===== src/rtl/beat_sequencer.sv =====
// Tempo/position sequencer: steps the song index once per beat and silences the
// melody player whenever the song is not actively playing.
module beat_sequencer #(
    parameter int BEAT_TICKS = 12500000,
    parameter int LAST_BEAT  = 158,
    parameter int SILENT_IDX = 255
) (
    input  logic       CLOCK_50,
    input  logic       rst_n,
    input  logic       start,
    input  logic       pause,
    input  logic       stop,
    input  logic       loop_en,
    input  logic [1:0] tempo_sel,
    output logic [7:0] beats,
    output logic       beat_strobe,
    output logic       playing,
    output logic       song_done
);

    localparam int TW = $clog2(BEAT_TICKS * 2);

    typedef enum logic [1:0] {IDLE, PLAY, PAUSED, DONE} state_t;

    state_t        state;
    logic [TW-1:0] tick;
    logic [TW-1:0] period_m1;
    logic [TW-1:0] next_period_m1;
    logic [7:0]    idx;
    logic [7:0]    idx_next;
    logic          boundary;
    logic          at_last;

    // The period is kept as period-1 so the halved/doubled value fits the tick width.
    always_comb begin
        next_period_m1 = TW'(BEAT_TICKS - 1);
        case (tempo_sel)
            2'b01:   next_period_m1 = TW'(BEAT_TICKS / 2 - 1);
            2'b10:   next_period_m1 = TW'(BEAT_TICKS * 2 - 1);
            default: next_period_m1 = TW'(BEAT_TICKS - 1);
        endcase
    end

    assign boundary = (tick == period_m1);
    assign at_last  = (idx == 8'(LAST_BEAT));
    assign idx_next = at_last ? 8'd0 : idx + 8'd1;

    always_ff @(posedge CLOCK_50) begin
        beat_strobe <= 1'b0;
        song_done   <= 1'b0;
        if (!rst_n) begin
            state     <= IDLE;
            idx       <= 8'd0;
            tick      <= '0;
            period_m1 <= TW'(BEAT_TICKS - 1);
            beats     <= 8'(SILENT_IDX);
            playing   <= 1'b0;
        end else if (stop) begin
            state   <= IDLE;
            idx     <= 8'd0;
            tick    <= '0;
            beats   <= 8'(SILENT_IDX);
            playing <= 1'b0;
        end else if (start) begin
            state       <= PLAY;
            idx         <= 8'd0;
            tick        <= '0;
            period_m1   <= next_period_m1;
            beats       <= 8'd0;
            beat_strobe <= 1'b1;
            playing     <= 1'b1;
        end else begin
            case (state)
                PLAY: begin
                    if (boundary && at_last && !loop_en) begin
                        state     <= DONE;
                        idx       <= 8'd0;
                        tick      <= '0;
                        beats     <= 8'(SILENT_IDX);
                        playing   <= 1'b0;
                        song_done <= 1'b1;
                    end else begin
                        if (boundary) begin
                            tick      <= '0;
                            period_m1 <= next_period_m1;
                            idx       <= idx_next;
                        end else begin
                            tick <= tick + TW'(1);
                        end
                        // The pause cycle still counts as played time, so resume keeps the remaining beat length.
                        if (pause) begin
                            state   <= PAUSED;
                            beats   <= 8'(SILENT_IDX);
                            playing <= 1'b0;
                        end else begin
                            beats       <= boundary ? idx_next : idx;
                            beat_strobe <= boundary;
                        end
                    end
                end
                PAUSED: begin
                    if (pause) begin
                        state   <= PLAY;
                        beats   <= idx;
                        playing <= 1'b1;
                    end
                end
                default: ;
            endcase
        end
    end

endmodule


===== config.mk =====
export PLATFORM = sky130hd
export DESIGN_NAME = beat_sequencer
export DESIGN_NICKNAME = d
export VERILOG_FILES = /design/src/rtl/beat_sequencer.sv
export SDC_FILE = /design/constraint.sdc
export NUM_CORES = 1
export LEC_CHECK = 0
export ABC_CLOCK_PERIOD_IN_PS = 7600
export CELL_PAD_IN_SITES_DETAIL_PLACEMENT = 1
export CELL_PAD_IN_SITES_GLOBAL_PLACEMENT = 1
export CORE_ASPECT_RATIO = 1.25
export CORE_MARGIN = 3
export CORE_UTILIZATION = 47
export CTS_CLUSTER_DIAMETER = 30
export CTS_CLUSTER_SIZE = 24
export DETAILED_ROUTE_END_ITERATION = 12
export HOLD_SLACK_MARGIN = 0.05
export PLACE_DENSITY_LB_ADDON = 0.3
export SETUP_SLACK_MARGIN = 0.05
export SLEW_MARGIN = 5
export SYNTH_ARGS = -nofsm -noshare
export SYNTH_HDL_FRONTEND = slang
export SYNTH_SLANG_ARGS = --single-unit

===== constraint.sdc =====
create_clock -name CLOCK_50 -period 7.6 [get_ports CLOCK_50]
set_clock_uncertainty 0.2 [all_clocks]
set_input_delay 1.52 -clock CLOCK_50 [delete_from_list [all_inputs] [get_ports CLOCK_50]]
set_output_delay 1.52 -clock CLOCK_50 [all_outputs]
set_load 0.02 [all_outputs]

==> metrics list <==
- In the finished design, the share of the clock period the worst path needs comes to 52.0%.
* Total negative slack: 0 ns
- First element of the critical path: tick[12]
* Main combinational cell family by area after synthesis: simple AND/OR/NAND/NOR gates
- Port-buffer cells: 18
- H-tree levels: 2
- Setup violations remaining at the end of the flow were counted as 0.
* Setup repair after global routing missed its margin: no
* Max-cap violations: 0
- The synthesized netlist contains 48 unique library cells.
- Core occupancy in the finished layout: 54.5%
- Final Max Slew Viols: 0
- For this run, the top clock speed supported by timing is 253 MHz.
- Of the total synthesized cell area, the portion taken by AND, OR, NAND and NOR gates is between 20% and 30%.
* Layout cell share with drive strength beyond 1: 3.52%
- The flow ran to the end, and the final reports show no timing, DRC or antenna violations.
- Arithmetic-cell share of the synthesized area counting full adders, half adders and majority gates: 3.24%
* Xor and xnor fraction of the mapped netlist area: 9.08%
* Startpoint-to-endpoint class of the critical path: register to register
* Detailed-route vias per instance: 5.78
* Share of async-settable or async-resettable flops after synthesis: 0%
- Area growth from synthesis to layout: 10.6%
* Worst slew slack as a fraction of its limit: a little under two fifths
- Worst-Skew Late Latency: 0.31 ns
* Aggregate routed wire length: just under 7000 um
* Total vias in the final route: about 2.3k
* Yosys top cell area share: 38.5%
- Yosys printed 0 warnings.
* Detailed router's first-iteration violation count: between 100 and 150
* Half-perimeter wire length after placement: between 5000 and 6000 um
- Clock tree root buffer cell: sky130_fd_sc_hd__clkbuf_8
* Sequential cell area fraction in the yosys report: 38.5%
- Of all cell types, the one taking the most synthesized area is sky130_fd_sc_hd__dfxtp_1.
* Measured slew at the worst slew-check pin: 0.930 ns
- The worst setup path is captured at a register.
- Leaving out filler cells and counting taps, the final layout contains around 400.
- The number of cells on the worst reg-to-reg path is 6.
- Entering global routing, the biggest net connects 25 pins.
- Routed wire per std cell: about 17 um
- Mux share of post-synthesis cell area: between 1.5 and 2%
* Origin of the critical flop-to-flop path: tick[12]
- Of all nets on the critical path, the largest fanout is 24.
- Sorting the synthesized cells by how often they occur yields 52 x sky130_fd_sc_hd__dfxtp_1, 41 x sky130_fd_sc_hd__nor2_1, 29 x sky130_fd_sc_hd__nand2_1, 20 x sky130_fd_sc_hd__nand3_1.
- Max rail drop VDD: a little over 0.07 mV
- Final routed DRC violation total: 0
* Final number of hold-violating endpoints: 0
- Clock-pin slew was measured on the worst setup and hold paths at 0.10 ns.
- The routed design could run at a clock period as short as approximately 4.0 ns.
* Final-stage net count: between 300 and 400
- Inserted Diodes: 0
* Most repeated cell in the gate-level netlist after synthesis: sky130_fd_sc_hd__dfxtp_1
- For this design the static power due to leakage is ~0.99 nW.
- Counting flops with a built-in enable in the synthesized netlist gives 0.
- Antenna violations before repair: 0
* Effective utilization at floorplan: roughly half
* Router iterations before antenna repair: 4
- Setup bufs post-CTS: 0
- In this run the vertical extent of the chip is about 91 um.
- Synthesized-area fraction occupied by ao, oa, aoi and oai cells: between 10 and 15%
* Floorplan die area: 6700 um2
- Net Count, Synth: between 300 and 400
- Post-synthesis sequential element count: 52
- Vias in the first global route: 2460
* Worst Hold Launch: beats[7]
- After floorplanning, the core was divided into 30 placement rows.
* Avg Inst Size Synth: ~8.2 um2
- Num CTS Buffers: 5
- Post-CTS repair changed the size of 0 cells.
* Tot GR Track Use: a little over a fifth
- Width of the chip: around 74 um
* Core area: 5480 um2
- After technology mapping, the gate count stands at between 300 and 400.
* Grt total ovfl: 0
- Along the worst hold path, the cell count comes to 2.
- Placer congestion estimate: between 0.9 and 1
- The first global-routing pass estimated around 12000 um of wire.
- CTS tree: built
- Clock Tree Buf Depth: 2
- Required time at the worst-slack endpoint: 7.56 ns
* Top FF cell, synth: sky130_fd_sc_hd__dfxtp_1
* Number of top-level pins: 19
- Dividing total power by cell area gives a power density of about 160 nW/um2.
- Area of the mapped netlist: about 2700 um2
- Worst EP arrival: roughly 3.9 ns
* Hold buffers post-CTS: 0
- The worst setup path is launched from a register.
- Clock tree synthesis found a total of 52 sinks.
* HP Class: register to register
- Detail Route Antenna Nets: 0
* Number of instances in the placed design: between 300 and 400
- Register-to-register setup slack: ~3.6 ns
* Ranking of synthesized cells by area: sky130_fd_sc_hd__dfxtp_1 39%, sky130_fd_sc_hd__xor2_1 6.2%, sky130_fd_sc_hd__nor2_1 5.7%, sky130_fd_sc_hd__nand2_1 4.0%, sky130_fd_sc_hd__nand3_1 3.7%
## cells by family after synthesis
family	Yosys count
muxes	5
and+or+nand+nor	158
buffers and inverters	21
adders and majority gates	7
AOI/OAI and AO/OA	58
DFF	52
xor gates and xnor gates	28
## sequential cells by signal, summed over array words and instances (netlist names)
name,count
beat_strobe,1
beats,8
idx,8
period_m1,6
playing,1
song_done,1
state,2
tick,25
## metrics by stage
step	hold WS, ns	power [mW]	area [um2]	setup slack (ns)
2_1_floorplan	0.249	0.307	2700	4.72
3_3_place_gp	0.260	0.322	2910	3.57
3_5_place_dp	0.265	0.323	2910	3.52
4_1_cts	0.288	0.478	2990	3.65
5_1_grt	0.330	0.492	2990	3.38
6_report	0.289	0.470	2990	3.64
## critical path: stages (launching register included)
cell	delay, ns
sky130_fd_sc_hd__dfxtp_1	0.43
sky130_fd_sc_hd__or4bb_1	0.51
sky130_fd_sc_hd__a2111oi_0	0.43
sky130_fd_sc_hd__nand4_1	0.82
sky130_fd_sc_hd__or2_1	0.59
sky130_fd_sc_hd__nand2b_1	0.69
sky130_fd_sc_hd__nor2_1	0.13
## worst paths after layout
kind	end
worst max-delay path	tick[4]
worst min register to register	beats[7]
worst max register to register	tick[4]
worst min-delay path	beats[7]
## layout by cell type, fill, tap and decap left out, types with 8 or more instances in the layout
master                            instances
sky130_fd_sc_hd__a21oi_1                 15
sky130_fd_sc_hd__clkdlybuf4s50_1         18
sky130_fd_sc_hd__dfxtp_1                 52
sky130_fd_sc_hd__inv_1                    8
sky130_fd_sc_hd__nand2_1                 29
sky130_fd_sc_hd__nand2b_1                 9
sky130_fd_sc_hd__nand3_1                 20
sky130_fd_sc_hd__nor2_1                  41
sky130_fd_sc_hd__nor2b_1                  8
sky130_fd_sc_hd__nor3_1                  10
sky130_fd_sc_hd__o21ai_0                 19
sky130_fd_sc_hd__xnor2_1                  9
sky130_fd_sc_hd__xor2_1                  19
## power breakdown
group,internal (mW),switching [mW]
Sequential,0.277,0.00343
Clock,0.0626,0.0909
Combinational,0.0157,0.0207
## metal layers
metal  vias to the layer above  wire length (um)  global-route usage (%)  share of wire (%)
li1                       1176                 -                       -                  -
met3                        10               128                    3.12                1.9
met4                         0               109                    6.50                1.6
met1                      1126              2820                    24.9                 42
met2                        28              3680                    39.9                 55
met5                         -                 0                       0                  0
## layout make-up
cell class                 count  area [um2]
clock buffer                   5        68.8
tap                           64        80.1
sequential                    52        1040
timing repair buffer          18         180
multi-input combinational    256        1570
clock inverter                 2        12.5
inverter                       8        30.0
fill                         678        2490
Note: power is estimated with default switching activity, not from simulation.
